**config.mk**
```make
export PLATFORM = sky130hd
export DESIGN_NAME = fetch_unit
export DESIGN_NICKNAME = d
export VERILOG_FILES = /design/src/rtl/fetch_unit.sv
export SDC_FILE = /design/constraint.sdc
export NUM_CORES = 1
export LEC_CHECK = 0
export ABC_AREA = 1
export CORE_UTILIZATION = 59
export CTS_BUF_LIST = sky130_fd_sc_hd__clkbuf_8
export CTS_CLUSTER_DIAMETER = 80
export DETAILED_ROUTE_END_ITERATION = 12
export GPL_TIMING_DRIVEN = 0
export PLACE_DENSITY = 0.88
export SETUP_SLACK_MARGIN = 0.02
export SLEW_MARGIN = 10
export SYNTH_ARGS = -nofsm -noshare
export SYNTH_HDL_FRONTEND = slang
export SYNTH_SLANG_ARGS = --single-unit
```
**constraint.sdc**
```tcl
create_clock -name clk -period 12.35 [get_ports clk]
set_clock_uncertainty 0.2 [all_clocks]
set_input_delay 3.0875 -clock clk [delete_from_list [all_inputs] [get_ports clk]]
set_output_delay 3.0875 -clock clk [all_outputs]
set_load 0.005 [all_outputs]
```
**src/rtl/fetch_unit.sv**
```systemverilog
// Instruction fetch stage: owns the PC, issues word reads, buffers returned words in an
// in-order FIFO and presents {instr, pc} to decode. Redirects discard wrong-path words.
module fetch_unit #(
   parameter logic [31:0] RESET_PC   = 32'h0000_0000,
   parameter int          FIFO_DEPTH = 2,
   parameter logic [31:0] NOP_INSTR  = 32'h0000_0013
) (
   input  logic        clk,
   input  logic        rst,
   output logic        imem_req,
   output logic [31:0] imem_addr,
   input  logic        imem_gnt,
   input  logic        imem_rvalid,
   input  logic [31:0] imem_rdata,
   input  logic        stall,
   input  logic        redirect,
   input  logic [31:0] redirect_pc,
   output logic        id_valid,
   output logic [31:0] id_instr,
   output logic [31:0] id_pc
);

   localparam int CW = $clog2(FIFO_DEPTH + 1);
   localparam int PW = (FIFO_DEPTH > 1) ? $clog2(FIFO_DEPTH) : 1;
   localparam logic [PW-1:0] LAST_IDX = PW'(FIFO_DEPTH - 1);

   logic [31:0]   pc_q, pc_d;
   logic [CW-1:0] outst_q, outst_d;
   logic [CW-1:0] drop_q, drop_d;
   logic [CW-1:0] cnt_q, cnt_d;
   logic [PW-1:0] wr_ptr_q, wr_ptr_d;
   logic [PW-1:0] rd_ptr_q, rd_ptr_d;
   logic [PW-1:0] aq_wr_q, aq_wr_d;
   logic [PW-1:0] aq_rd_q, aq_rd_d;

   logic [31:0] fifo_instr_q [FIFO_DEPTH];
   logic [31:0] fifo_pc_q    [FIFO_DEPTH];
   logic [31:0] aq_q         [FIFO_DEPTH];

   logic [CW:0] credit_sum;
   logic        grant;
   logic        rsp;
   logic        push;
   logic        pop;
   logic        unused_pc_bits;

   function automatic logic [PW-1:0] ptr_inc(input logic [PW-1:0] p);
      return (p == LAST_IDX) ? '0 : p + 1'b1;
   endfunction

   assign unused_pc_bits = ^redirect_pc[1:0];

   // Credit rule: every request in flight already owns a FIFO slot, so a push never overflows.
   assign credit_sum = {1'b0, outst_q} + {1'b0, cnt_q};
   assign imem_req   = !rst && !redirect && (credit_sum < (CW+1)'(FIFO_DEPTH));
   assign imem_addr  = pc_q;
   assign grant      = imem_req && imem_gnt;
   assign rsp        = imem_rvalid && (outst_q != '0);
   assign push       = rsp && (drop_q == '0) && !redirect;

   assign id_valid = (cnt_q != '0);
   assign id_instr = id_valid ? fifo_instr_q[rd_ptr_q] : NOP_INSTR;
   assign id_pc    = id_valid ? fifo_pc_q[rd_ptr_q]    : 32'h0000_0000;
   assign pop      = id_valid && !stall && !redirect;

   always_comb begin
      pc_d     = pc_q;
      outst_d  = outst_q;
      drop_d   = drop_q;
      cnt_d    = cnt_q;
      wr_ptr_d = wr_ptr_q;
      rd_ptr_d = rd_ptr_q;
      aq_wr_d  = aq_wr_q;
      aq_rd_d  = aq_rd_q;
      if (redirect) begin
         // Everything still in flight (minus a response landing now) is wrong-path.
         pc_d     = {redirect_pc[31:2], 2'b00};
         outst_d  = outst_q - CW'(rsp);
         drop_d   = outst_q - CW'(rsp);
         cnt_d    = '0;
         wr_ptr_d = '0;
         rd_ptr_d = '0;
         aq_wr_d  = '0;
         aq_rd_d  = '0;
      end else begin
         if (grant) begin
            pc_d    = pc_q + 32'd4;
            aq_wr_d = ptr_inc(aq_wr_q);
         end
         if (push) begin
            wr_ptr_d = ptr_inc(wr_ptr_q);
            aq_rd_d  = ptr_inc(aq_rd_q);
         end
         if (pop) begin
            rd_ptr_d = ptr_inc(rd_ptr_q);
         end
         if (rsp && (drop_q != '0)) begin
            drop_d = drop_q - 1'b1;
         end
         cnt_d   = cnt_q + CW'(push) - CW'(pop);
         outst_d = outst_q + CW'(grant) - CW'(rsp);
      end
   end

   always_ff @(posedge clk or posedge rst) begin
      if (rst) begin
         pc_q     <= RESET_PC;
         outst_q  <= '0;
         drop_q   <= '0;
         cnt_q    <= '0;
         wr_ptr_q <= '0;
         rd_ptr_q <= '0;
         aq_wr_q  <= '0;
         aq_rd_q  <= '0;
      end else begin
         pc_q     <= pc_d;
         outst_q  <= outst_d;
         drop_q   <= drop_d;
         cnt_q    <= cnt_d;
         wr_ptr_q <= wr_ptr_d;
         rd_ptr_q <= rd_ptr_d;
         aq_wr_q  <= aq_wr_d;
         aq_rd_q  <= aq_rd_d;
      end
   end

   // Data storage needs no reset: occupancy is tracked by the counters and pointers.
   for (genvar gi = 0; gi < FIFO_DEPTH; gi++) begin : g_entry
      always_ff @(posedge clk) begin
         if (grant && (aq_wr_q == PW'(gi))) begin
            aq_q[gi] <= pc_q;
         end
         if (push && (wr_ptr_q == PW'(gi))) begin
            fifo_instr_q[gi] <= imem_rdata;
            fifo_pc_q[gi]    <= aq_q[aq_rd_q];
         end
      end
   end

endmodule
```
## Word level (Yosys, flattened, before mapping)

Memories as Yosys holds them, arrays and structs flattened.
Index checks and enable logic that the tools add are counted.

| cells by class | value |
|---|---|
| reduce and logical (&&, ||, !) cells | 27 |
| multiplexer cells | 37 |
| bitwise gates (word level) | 2 |
| $lt $le $gt $ge | 1 |
| add/subtract/negate cells | 12 |

Operator list:

| operator | number |
|---|---|
| $mux 32 | 7 |
| $reduce_or 32->1 | 3 |
| $add 32x3->32 const B | 1 |
| $mux 1 | 26 |
| $reduce_bool 2->1 | 7 |
| $logic_and 1x1->1 | 13 |
| $mux 2 | 4 |
| $sub 2x1->2 | 3 |
| $add 1x1->1 const B | 4 |
| $add 2x1->2 | 2 |
| $add 2x2->3 | 1 |
| $logic_not 1->1 | 3 |
| $lt 3x2->1 const B | 1 |
| $logic_not 2->1 | 1 |
| $not 1->1 | 2 |
| $sub 2x1->2 const B | 1 |

| word-level totals | value |
|---|---|
| memory bits (writable) | 192 |
| memories | 3 |
| register bits | 42 |

Memories:

| memory | depth | bits a word | rd ports | clocked after memory_dff | write ports | RTL line | text |
|---|---|---|---|---|---|---|---|
| aq_q | 2 | 32 | 1 | 0 | 1 | 38 | `logic [31:0] aq_q [FIFO_DEPTH];` |
| fifo_instr_q | 2 | 32 | 1 | 0 | 1 | 36 | `logic [31:0] fifo_instr_q [FIFO_DEPTH];` |
| fifo_pc_q | 2 | 32 | 1 | 0 | 1 | 37 | `logic [31:0] fifo_pc_q [FIFO_DEPTH];` |

## Logic depth before layout (Yosys ltp)

| logic depth | value |
|---|---|
| word-level depth | 9 |
| mapped depth | 11 |
| mapped depth without buffers | 11 |

## Worst setup path before layout

Ideal clock, no wire load.

| path | value |
|---|---|
| path type | input to output |
| start point | in rst |
| end point | out imem_req |
| required time | 9062 ps |
| arrival time | 4235 ps |
| cell stages on the path | 3 |
| setup slack | 4828 ps |
| buffers on the path | 0 |
| cell sequence | inv_1 nand3_1 inv_1 |

| on the way | value |
|---|---|
| longest elaborated chain between the ends | 3 |

RTL lines:

| what | RTL line | text |
|---|---|---|
| start: declaration | 9 | `input logic rst,` |
| $logic_not 1->1 (no line) | -- |  |
| $logic_and 1x1->1 (2 in series) | 55 | `assign imem_req = !rst && !redirect && (credit_sum < (CW+1)'(FIFO_DEPTH));` |
| end: declaration | 10 | `output logic imem_req,` |

No other way between the ends.

## Worst setup path in the final report

Ends and elaborated chain as after synthesis.

==> impl_metrics.csv <==
group,metric,value,unit
outcome,status,"complete, no violations",
layout,final_cell_area,12300,um^2
clock_tree,cts.sinks,224,
critical_path,critPathArrivalTime,4.39,ns
layout,register_area,6530,um^2
grt,grt_pass1_wl,34.3,mm
grt,antenna_found_initial,0,
die,num_rows,46,
logic_synthesis,yosysWarnings,0,
clock_tree,cts_tree,"done",
flow_run,max_cap_viol_count,0,
detailed_routing,drt-vias-per-instance,5.41,
place,port_buffers,160,
critical_path,start_kind,"input pin",
logic_synthesis,synthAdderAreaFrac,1.12,%
die,die_h,129,um
critical_path,critPathRequiredTime,9.06,ns
layout,drive_above_1_share,11.2,%
critical_path,r2r_cells,11,
critical_path,cp_slowest_cell,"clkdlybuf4s50_1",
clock_tree,root_buffer,"clkbuf_8",
layout,final_core_util,77.5,%
logic_synthesis,synthMuxAreaShare,3.63,%
pwr,ir_drop,81.4,uV
logic_synthesis,yosys_register_bits,224,
place,place_ws,4.65,ns
clock_tree,clock_path_buffers,3,
logic_synthesis,syn_inst,847,
logic_synthesis,synth_xor_area_share,0.731,%
die,die-area,16800,um^2
layout,n_fill_cell,984,
critical_path,critPathMaxFanout,11,
die,initial_core_util,60.4,%
detailed_routing,drt_iter0_markers,534,
detailed_routing,post_drt_wl_per_cell,17.4,um
pwr,p_total,2.09,mW
die,ios,168,
critical_path,cp_cell_sequence,"clkdlybuf4s50_1, inv_2, nand3_1, inv_1, clkdlybuf4s50_1",
grt,first_global_vias,6866,
critical_path,cp_num_buf_inv,4,
sta,slew_violations,0,
sta,fmax,130,MHz
detailed_routing,num_vias,6999,
sta,setup_viol,0,
critical_path,slowest_delay,0.49,ns
grt,grt_util_all_layers,27.3,%
detailed_routing,ant_nets,0,
worst_hold_path,whs_path_depth,1,
sta,hold_viol,0,
clock_tree,hold_buffers,0,
sta,timing.final.crit_period,7.68,ns
grt,grt_max_degree,33,
pwr,leakage,4.62,nW
place,place_inst,1232,
logic_synthesis,seq_area_frac_synth,68.1,%
layout,multi_input_area,2700,um^2
critical_path,path_class,"input pin to output pin",
clock_tree,clkTransAtPathRegs,0.07,ns
die,fp.coreArea,15900,um^2
logic_synthesis,synth.distinct_cells,33,
logic_synthesis,synth_top_family_by_area,"simple AND/OR/NAND/NOR gates",
logic_synthesis,synth_compound_area_share,5.43,%
clock_tree,ctsResizeCount,0,
place,gp_congestion,0.941,
worst_hold_path,hold_path.class,"flip-flop to flip-flop",
logic_synthesis,syn_avg_cell_area,11.3,um^2
sta,grt_setup_unrepaired,"false",
layout,antenna_cells,0,
detailed_routing,drc,0,
critical_path,worst_path_most_repeated_cell,"clkdlybuf4s50_1",
layout,finalNetCount,1132,
pwr,cellPowerDensity,170,nW/um^2
critical_path,path_depth,5,
sta,worstMarginPinSlew,0.878,ns
sta,fin_crit_sh,62.2,%
detailed_routing,dr.pass1.iters,5,
sta,fin_tns_setup,0,ns
critical_path,end_kind,"output pin",
critical_path,critical_path.top_delay_family,"buffers and inverters",
sta,worst_slack,4.67,ns
logic_synthesis,synthSimpleGateAreaFrac,16.8,%
clock_tree,htreeDepth,2,
clock_tree,cts_buffers,36,
grt,grt_overflow,0,
sta,slew_headroom,41.3,%
layout,syn2layout_area_growth,28.4,%
detailed_routing,routed_wl,22.5,mm
clock_tree,clk_latency,0.53,ns
logic_synthesis,synth_area,9590,um^2
sta,fin_hold_ws,0.366,ns
place,place_area,11600,um^2
die,die_w,129,um
layout,layout.cells.non_filler,1294,
clock_tree,cts_setup_buffers,0,
place,place_hpwl,14.9,mm
[cell usage in the layout, fill, tap and decap left out, types with 2 or more instances in the layout]
master	synthesis	routed
nor3_1	2	2
clkinv_2	0	2
clkdlybuf4s50_1	0	160
xor2_1	3	3
nor2_2	7	7
o211ai_1	2	2
buf_2	6	6
clkbuf_1	18	18
nand3_1	53	53
edfxtp_1	184	184
nor2_1	43	39
inv_1	53	59
clkinv_1	0	12
nand2_2	2	2
xnor2_1	5	5
bufinv_16	0	2
conb_1	1	4
buf_4	7	7
dfrtp_1	40	40
buf_16	0	2
nor2_4	4	8
inv_2	4	5
o21bai_1	10	10
nand2_1	266	266
buf_6	3	3
ha_1	7	7
clkbuf_8	0	38
o21ai_0	24	24
a21oi_1	62	62
and2_1	3	3
buf_12	0	4
mux2_2	30	30
[worst register-to-register path, cell delays in order, from the launching register on]
cell and delay [ns]:
dfrtp_1 0.42, nand2_1 0.09, inv_1 0.05, fa_1 0.46
nor2_2 0.21, nand4_4 0.24, ha_1 0.37, inv_1 0.04
ha_1 0.19, xor2_1 0.19, xnor2_1 0.15, o21bai_1 0.09
[layer usage]
metal  routed length (um)  track usage [%]  up-vias
met3                 1820             5.41       57
met4                  654             12.9        0
met2                11200             46.4      336
met1                 8900             33.7     3313
met5                    0                0        -
li1                     -                -     3293
[layout make-up]
| cell class | instances | share of cell area, % |
|---|---|---|
| clock inverters | 24 | 1.21 |
| plain buffers | 35 | 1.52 |
| repair buffers | 166 | 14.1 |
| multi-input cells | 534 | 22.0 |
| clock buffers | 38 | 4.25 |
| well taps | 216 | 2.20 |
| inverters | 57 | 1.74 |
| flip-flops and latches | 224 | 53.0 |
[Yosys cell counts, drive strengths merged]
cell type    n  area, um^2
nor2        54         250
o21bai      10        75.1
nor3         3        20.0
ha           7        87.6
fa           1        20.0
nand3b       1        7.51
nand4        1        21.3
xnor2        5        43.8
buf         17         120
or2          1        6.26
inv         57         214
mux2        30         338
edfxtp     184        5530
nand2      269        1020
o211ai       2        15.0
clkbuf      18        67.6
dfrtp       40        1000
mux2i        1        10.0
and2         3        18.8
o21ai       24         120
conb         1        3.75
nand3       53         265
xor2         3        26.3
a21oi       62         310
[sequential cells by signal, indices dropped and copies added, names as in the netlist]
signal / cells
wr_ptr_q: 1
fifo_instr_q: 64
aq_wr_q: 1
outst_q: 2
aq_rd_q: 1
drop_q: 2
aq_q: 60
fifo_pc_q: 60
cnt_q: 2
rd_ptr_q: 1
imem_addr: 30
[report_power, final]
| part | switching [mW] | internal (mW) |
|---|---|---|
| Clock | 0.279 | 0.325 |
| Combinational | 0.273 | 0.241 |
| Sequential | 0.0598 | 0.912 |
| Total | 0.611 | 1.48 |
[logic make-up (layout without fill, tap and decap cells)]
kind of cell,Yosys count,after routing
AND/OR/NAND/NOR,385,385
flip-flops,224,224
AO/OA/AOI/OAI,98,98
buffers and inverters,92,320
multiplexers,31,31
adder cells (fa/ha/maj),8,8
XOR/XNOR,8,8
other,1,4
[final timing paths]
path | start | endpoint | slack [ns]
setup / recovery | rst | imem_req | 4.67
hold reg to reg | aq_q[1][30]$_DFFE_PP_ | fifo_pc_q[0][30]$_DFFE_PP_ | 0.37
hold / removal | aq_q[1][30]$_DFFE_PP_ | fifo_pc_q[0][30]$_DFFE_PP_ | 0.37
max in group asynchronous | rst | imem_addr[23]$_DFFE_PP0P_ | 8.84
setup reg to reg | outst_q[0]$_DFF_PP0_ | outst_q[1]$_DFF_PP0_ | 9.51
min in group asynchronous | rst | cnt_q[0]$_DFF_PP0_ | 2.61
Note: power is estimated with default switching activity, not from simulation.
